$ cat config.mk
export PLATFORM = sky130hd
export DESIGN_NAME = hdlc_rx_line_monitor
export DESIGN_NICKNAME = d
export VERILOG_FILES = /design/src/rtl/hdlc_mon_pkg.sv /design/src/rtl/hdlc_rx_line_monitor_ch.sv /design/src/rtl/hdlc_rx_line_monitor.sv
export SDC_FILE = /design/constraint.sdc
export NUM_CORES = 1
export LEC_CHECK = 0
export CORE_MARGIN = 8
export CORE_UTILIZATION = 40
export DETAILED_ROUTE_END_ITERATION = 6
export GPL_TIMING_DRIVEN = 0
export SYNTH_ARGS = -nofsm -noshare
export SYNTH_HDL_FRONTEND = slang
export SYNTH_HIERARCHICAL = 1
export SYNTH_SLANG_ARGS = --single-unit
$ cat constraint.sdc
create_clock -name Clk -period 5.05 [get_ports Clk]
set_input_delay 1.01 -clock Clk [delete_from_list [all_inputs] [get_ports Clk]]
set_output_delay 1.01 -clock Clk [all_outputs]
set_load 0.05 [all_outputs]
$ cat src/rtl/hdlc_mon_pkg.sv
// HDLC Rx line monitor: shared types and constants.
// Decode thresholds, FSM states and ErrFlags bit positions.
package hdlc_mon_pkg;

    typedef enum logic [1:0] {
        IDLE  = 2'd0,
        FRAME = 2'd1,
        ABORT = 2'd2
    } monState_t;

    localparam logic [2:0] FLAG_ONES  = 3'd6;
    localparam logic [2:0] ABORT_ONES = 3'd7;
    localparam logic [2:0] STUFF_ONES = 3'd5;

    localparam int ERR_FLAG  = 0;
    localparam int ERR_ABORT = 1;
    localparam int ERR_ALIGN = 2;
    localparam int ERR_OVF   = 3;
    localparam int ERR_EOF   = 4;
    localparam int ERR_BITS  = 5;

endpackage

$ cat src/rtl/hdlc_rx_line_monitor_ch.sv
// HDLC Rx line monitor: one channel.
// Decodes the line, closes frames and cross-checks the DUT detects.
module hdlc_rx_line_monitor_ch
    import hdlc_mon_pkg::*;
#(
    parameter int CNT_WIDTH       = 16,
    parameter int MAX_FRAME_BYTES = 128,
    parameter int DET_LATENCY     = 2,
    parameter int EOF_WINDOW      = 4
) (
    input  logic                 Clk,
    input  logic                 Rst,
    input  logic                 Clear,
    input  logic                 RxEN,
    input  logic                 Rx,
    input  logic                 Rx_FlagDetect,
    input  logic                 Rx_AbortDetect,
    input  logic                 Rx_EoF,
    output logic [CNT_WIDTH-1:0] FrameCnt,
    output logic [CNT_WIDTH-1:0] ErrCnt,
    output logic [ERR_BITS-1:0]  ErrFlags,
    output logic [7:0]           FrameBytes,
    output logic                 FrameDone
);

    localparam int MAX_BITS = MAX_FRAME_BYTES * 8;
    localparam int BIT_SAT  = MAX_BITS + 15;
    localparam int BW       = $clog2(BIT_SAT + 1);
    localparam int TW       = $clog2(EOF_WINDOW + 1);

    monState_t              state;
    logic [2:0]             ones;
    logic [BW-1:0]          bitCnt;
    logic [DET_LATENCY-1:0] flagQ;
    logic [DET_LATENCY-1:0] abortQ;
    logic [TW-1:0]          eofTmr;
    logic                   eofPrev;

    logic                   flagEv;
    logic                   abortEv;
    logic                   stuffEv;
    logic                   closeEv;
    logic                   misAlign;
    logic                   overFlow;
    logic                   goodFrame;
    logic                   eofRise;
    logic [BW-1:0]          payload;
    logic [ERR_BITS-1:0]    errVec;
    logic [2:0]             errInc;
    logic [CNT_WIDTH:0]     errSum;

    // Line events, frame close classification and this cycle's errors
    always_comb begin
        flagEv    = RxEN && !Rx && (ones == FLAG_ONES);
        abortEv   = RxEN && Rx && (ones == ABORT_ONES - 3'd1);
        stuffEv   = !Rx && (ones == STUFF_ONES);
        closeEv   = flagEv && (state == FRAME) && (bitCnt > BW'(7));
        payload   = bitCnt - BW'(7);
        misAlign  = closeEv && (payload[2:0] != 3'd0);
        overFlow  = closeEv && (payload > BW'(MAX_BITS));
        goodFrame = closeEv && !misAlign && !overFlow;
        eofRise   = Rx_EoF && !eofPrev;
        errVec            = '0;
        errVec[ERR_FLAG]  = RxEN && (flagQ[DET_LATENCY-1] != Rx_FlagDetect);
        errVec[ERR_ABORT] = RxEN && (abortQ[DET_LATENCY-1] != Rx_AbortDetect);
        errVec[ERR_ALIGN] = misAlign;
        errVec[ERR_OVF]   = overFlow;
        errVec[ERR_EOF]   = RxEN && (eofTmr == TW'(1)) && !eofRise;
        errInc = 3'($countones(errVec));
        errSum = {1'b0, ErrCnt} + (CNT_WIDTH + 1)'(errInc);
    end

    // Line decode, frame FSM and pending-check pipelines
    always_ff @(posedge Clk or negedge Rst) begin
        if (!Rst) begin
            state   <= IDLE;
            ones    <= '0;
            bitCnt  <= '0;
            flagQ   <= '0;
            abortQ  <= '0;
            eofTmr  <= '0;
            eofPrev <= 1'b0;
        end else begin
            eofPrev <= Rx_EoF;
            if (!RxEN) begin
                state  <= IDLE;
                ones   <= '0;
                bitCnt <= '0;
                flagQ  <= '0;
                abortQ <= '0;
                eofTmr <= '0;
            end else begin
                if (!Rx) ones <= 3'd0;
                else if (ones != ABORT_ONES) ones <= ones + 3'd1;
                flagQ  <= (flagQ << 1) | DET_LATENCY'(flagEv);
                abortQ <= (abortQ << 1) | DET_LATENCY'(abortEv && state == FRAME);
                if (closeEv) eofTmr <= TW'(EOF_WINDOW);
                else if (eofTmr != '0) eofTmr <= eofRise ? '0 : eofTmr - TW'(1);
                unique case (state)
                    IDLE, ABORT: begin
                        if (flagEv) begin
                            state  <= FRAME;
                            bitCnt <= '0;
                        end
                    end
                    FRAME: begin
                        if (flagEv) bitCnt <= '0;
                        else if (abortEv) state <= ABORT;
                        else if (!stuffEv && bitCnt != BW'(BIT_SAT))
                            bitCnt <= bitCnt + BW'(1);
                    end
                    default: state <= IDLE;
                endcase
            end
        end
    end

    // Saturating counters, sticky flags and per-frame results
    always_ff @(posedge Clk or negedge Rst) begin
        if (!Rst) begin
            FrameCnt   <= '0;
            ErrCnt     <= '0;
            ErrFlags   <= '0;
            FrameBytes <= '0;
            FrameDone  <= 1'b0;
        end else if (Clear) begin
            FrameCnt   <= '0;
            ErrCnt     <= '0;
            ErrFlags   <= '0;
            FrameBytes <= '0;
            FrameDone  <= 1'b0;
        end else begin
            FrameDone <= closeEv;
            if (closeEv) FrameBytes <= overFlow ? 8'hFF : 8'(payload >> 3);
            if (goodFrame && FrameCnt != '1) FrameCnt <= FrameCnt + CNT_WIDTH'(1);
            ErrCnt   <= errSum[CNT_WIDTH] ? '1 : errSum[CNT_WIDTH-1:0];
            ErrFlags <= ErrFlags | errVec;
        end
    end

endmodule

$ cat src/rtl/hdlc_rx_line_monitor.sv
// HDLC Rx line monitor: multi-channel top.
// One independent monitor lane per Rx line.
module hdlc_rx_line_monitor
    import hdlc_mon_pkg::*;
#(
    parameter int CHANNELS        = 1,
    parameter int CNT_WIDTH       = 16,
    parameter int MAX_FRAME_BYTES = 128,
    parameter int DET_LATENCY     = 2,
    parameter int EOF_WINDOW      = 4
) (
    input  logic                               Clk,
    input  logic                               Rst,
    input  logic                               Clear,
    input  logic [CHANNELS-1:0]                RxEN,
    input  logic [CHANNELS-1:0]                Rx,
    input  logic [CHANNELS-1:0]                Rx_FlagDetect,
    input  logic [CHANNELS-1:0]                Rx_AbortDetect,
    input  logic [CHANNELS-1:0]                Rx_EoF,
    output logic [CHANNELS-1:0][CNT_WIDTH-1:0] FrameCnt,
    output logic [CHANNELS-1:0][CNT_WIDTH-1:0] ErrCnt,
    output logic [CHANNELS-1:0][ERR_BITS-1:0]  ErrFlags,
    output logic [CHANNELS-1:0][7:0]           FrameBytes,
    output logic [CHANNELS-1:0]                FrameDone
);

    for (genvar c = 0; c < CHANNELS; c++) begin : gCh
        hdlc_rx_line_monitor_ch #(
            .CNT_WIDTH      (CNT_WIDTH),
            .MAX_FRAME_BYTES(MAX_FRAME_BYTES),
            .DET_LATENCY    (DET_LATENCY),
            .EOF_WINDOW     (EOF_WINDOW)
        ) uCh (
            .Clk           (Clk),
            .Rst           (Rst),
            .Clear         (Clear),
            .RxEN          (RxEN[c]),
            .Rx            (Rx[c]),
            .Rx_FlagDetect (Rx_FlagDetect[c]),
            .Rx_AbortDetect(Rx_AbortDetect[c]),
            .Rx_EoF        (Rx_EoF[c]),
            .FrameCnt      (FrameCnt[c]),
            .ErrCnt        (ErrCnt[c]),
            .ErrFlags      (ErrFlags[c]),
            .FrameBytes    (FrameBytes[c]),
            .FrameDone     (FrameDone[c])
        );
    end

endmodule

==> results.toml <==
[power]
clkPwrFrac_pct = 43.4
p_sw_w = 0.0003510
peakVddDrop_mv = 0.1541
comb_power_share_pct = 12.3
p_per_area_nw_per_um2 = 276.5
p_leak_nw = 2.091
sw_frac_of_total_pct = 26.37
seq_power_share_pct = 44.3
intPower_w = 0.0009800

[route]
routed_wl_um = 9389
first_iter_violations = 129
drt-pass1-iter-count = 5
final_antenna_net_count = 0
wl_per_cell_um = 15.60
drc = 0
vias = 3192
viasPerCell = 5.302

[cells_and_area]
area.growth.synth_to_final_pct = 25.22
nNetsFinal = 493
drive_above_1_share_pct = 8.668
fin_util_pct = 51.86
antennaDiodeCount = 0
layout.cells.non_filler = 602

[setup_path]
rr_endpoint = "gCh[0].uCh/ErrCnt[2]"
cp-startpoint = "RxEN"
cp_data_arrival_time_ns = 5.04
startpoint_type = "primary input"
reg2regPathDepth = 17
required_ns = 5.32
path_max_fanout = 10
r2r_start = "gCh[0].uCh/bitCnt[5]"
worstSetupPathType = "in -> reg"
regToRegSetupSlack_ns = 0.48
crit_path_end_kind = "flop"

[floorplan]
die_height_um = 114.0
io_pins = 54
start_util_pct = 41.42
core-area_um2 = 9284
dieArea_um2 = 13010
die_w_um = 114.0
row_count = 35

[synthesis]
yosysSeqAreaShare_pct = 45.56
synth.avg_cell_area_um2 = 9.517
synthesis.area_um2 = 3845
synth_edf_count = 0
synth-seq-cells = 70
yosys_warnings = 6
synthesis.nets = 429
async_flop_share_pct = 100.0
synth_cells = 404
ys.flop_type = "dfrtp_1"
synthDistinctLibCells = 50

[global_route]
first_global_vias = 3267
overflow = 0
grt_usage_pct = 15.45
grt_pass1_wl_um = 16130
antenna_found_initial = 0
grt_max_degree = 42

[place]
dpl.cell_count = 586
gp_congestion = 0.8321
hpwl_um = 6950
portBuffers = 52

[timing]
hold_viol_final = 0
max_slew_margin_pct = 60.38
tns_ns = 0
rsz0062_at_grt = "false"
holdWs_ns = 0.4674
period_share_pct = 94.58
tightest_slew_ns = 0.5889
clock.fmax_mhz = 209.4
fin_skew_ns = 0.01197
drv_slew = 0
setup_viol = 0
fin_crit_ns = 4.776

[clock_network]
holdBufCountCts = 0
clock_sinks = 70
cts_root_buffer = "clkbuf_8"
clock_path_buffers = 2
cts-buffers-inserted = 9
clk_pin_slew_ns = 0.08
cts.htree.levels = 3
clk_latency_ns = 0.35
tritoncts = "yes"

[worst_hold_path]
worstHoldPathType = "reg -> reg"
min_path_cells = 1
hold_end = "gCh[0].uCh/flagQ[1]"
hp-start = "gCh[0].uCh/flagQ[0]"

[job]
maxCapViolCount = 0

[outcome]
status = "complete, no violations"
## state kept, by name, indices dropped and copies added, names as in the netlist
register,cells
gCh.uCh/eofTmr,3
gCh.uCh/ones,3
gCh.uCh/FrameCnt,16
gCh.uCh/bitCnt,11
gCh.uCh/FrameDone,1
gCh.uCh/ErrCnt,16
gCh.uCh/eofPrev,1
gCh.uCh/FrameBytes,8
gCh.uCh/flagQ,2
gCh.uCh/abortQ,2
gCh.uCh/state,2
gCh.uCh/ErrFlags,5
## kinds of logic (layout without fill, tap and decap cells)
kind of cell               count (synthesis)  count (layout)  share of synthesized area, %
adders and majority gates                 17              17                         6.118
xor gates and xnor gates                  30              30                         6.834
and+or+nand+nor                          167             167                         23.46
DFF                                       70              70                         45.56
muxes                                      5               5                         1.399
AOI/OAI and AO/OA                         75              75                         12.27
buffers and inverters                     40             109                         4.361
## power by group through the flow
stage,Combinational (W),Clock [W],Sequential [W]
3_3_place_gp,0.000157,0,0.000601
3_5_place_dp,0.000166,0,0.000601
6_report,0.000164,0.000578,0.000590
2_1_floorplan,0.0000783,0,0.000625
5_1_grt,0.000188,0.000621,0.000592
4_1_cts,0.000167,0.000594,0.000590
## worst max-delay path, stage by stage
cell and delay [ns]:
clkdlybuf4s50_1 0.47, nand3b_1 0.11, or2_1 0.28, or3_4 0.44, nor2_4 0.13, fa_1 0.42
inv_1 0.09, fa_1 0.43, inv_1 0.07, ha_1 0.18, fa_1 0.22, a21o_1 0.19
nand2b_1 0.11, or3_1 0.37, clkbuf_1 0.16, clkbuf_4 0.21, a21oi_1 0.14
## timing repair
item,CTS,global route
buffers inserted,0,0
resized for setup,0,7
setup endpoints to repair,0,12
## stage by stage
stage	setup WS (ns)	area [µm²]	power (W)
floorplan	0.6534	3845	0.0007035
global placement	-0.2644	4527	0.0007576
detailed placement	-0.3228	4544	0.0007671
CTS	0.04485	4798	0.001350
global route	0.01153	4815	0.001402
finish	0.2737	4815	0.001331
## layout make-up
class                      instances  area (µm²)
timing repair buffer              53       538.0
tap                              129       161.4
sequential                        70        1752
inverter                          17       63.81
buffer                            23       107.6
multi-input combinational        294        1938
clock buffer                      10       137.6
fill                             887        4469
clock inverter                     6       116.4
## layer usage
layer	track usage, %	vias to the layer above	wire length, µm
met3	3.222	6	361
met2	26.06	51	4758
met4	5.679	0	76
li1	-	1553	-
met5	0	-	0
met1	19.00	1582	4192
## layout by cell type (no fill, tap or decap), types with 11 or more instances in the layout
cell type and n:
nand3_1 17, nor2_1 52, inv_1 17, or4_1 11, xor2_1 14, o31ai_1 12
clkdlybuf4s50_1 51, a21oi_1 40, xnor2_1 16, nand2_1 20, dfrtp_1 70, ha_1 14
and3_1 12
## synth_stat cells (all sizes together), types with 3 or more instances
master  number  area, µm²
dfrtp       70       1752
nor2        53      198.9
a21oi       40      200.2
nand2       21      81.33
nand3       20      130.1
inv         17      63.81
xnor2       16      140.1
ha          14      175.2
xor2        14      122.6
and3        12      75.07
buf         12      62.56
o31ai       12      90.09
clkbuf      11      41.29
or4         11      82.58
nand4        9      56.30
nor3         9      56.31
and2         7      43.79
a311oi       6      52.55
or3          6      37.54
o21ai        5      25.02
nor2b        4      25.02
fa           3      60.06
mux2         3      33.78
nand2b       3      18.77
## how the worst max path moves through the flow
stage / end / slack (ns) / cells after the start
after floorplan: gCh[0].uCh/ErrCnt[10] / 0.65 / 16
after global placement: gCh[0].uCh/ErrCnt[10] / -0.26 / 17
after detailed placement: gCh[0].uCh/ErrCnt[4] / -0.32 / 17
after CTS: gCh[0].uCh/ErrCnt[2] / 0.04 / 17
after global routing: gCh[0].uCh/ErrCnt[3] / 0.01 / 16
final: gCh[0].uCh/ErrCnt[2] / 0.27 / 17
(Power assumes the default switching activity.)
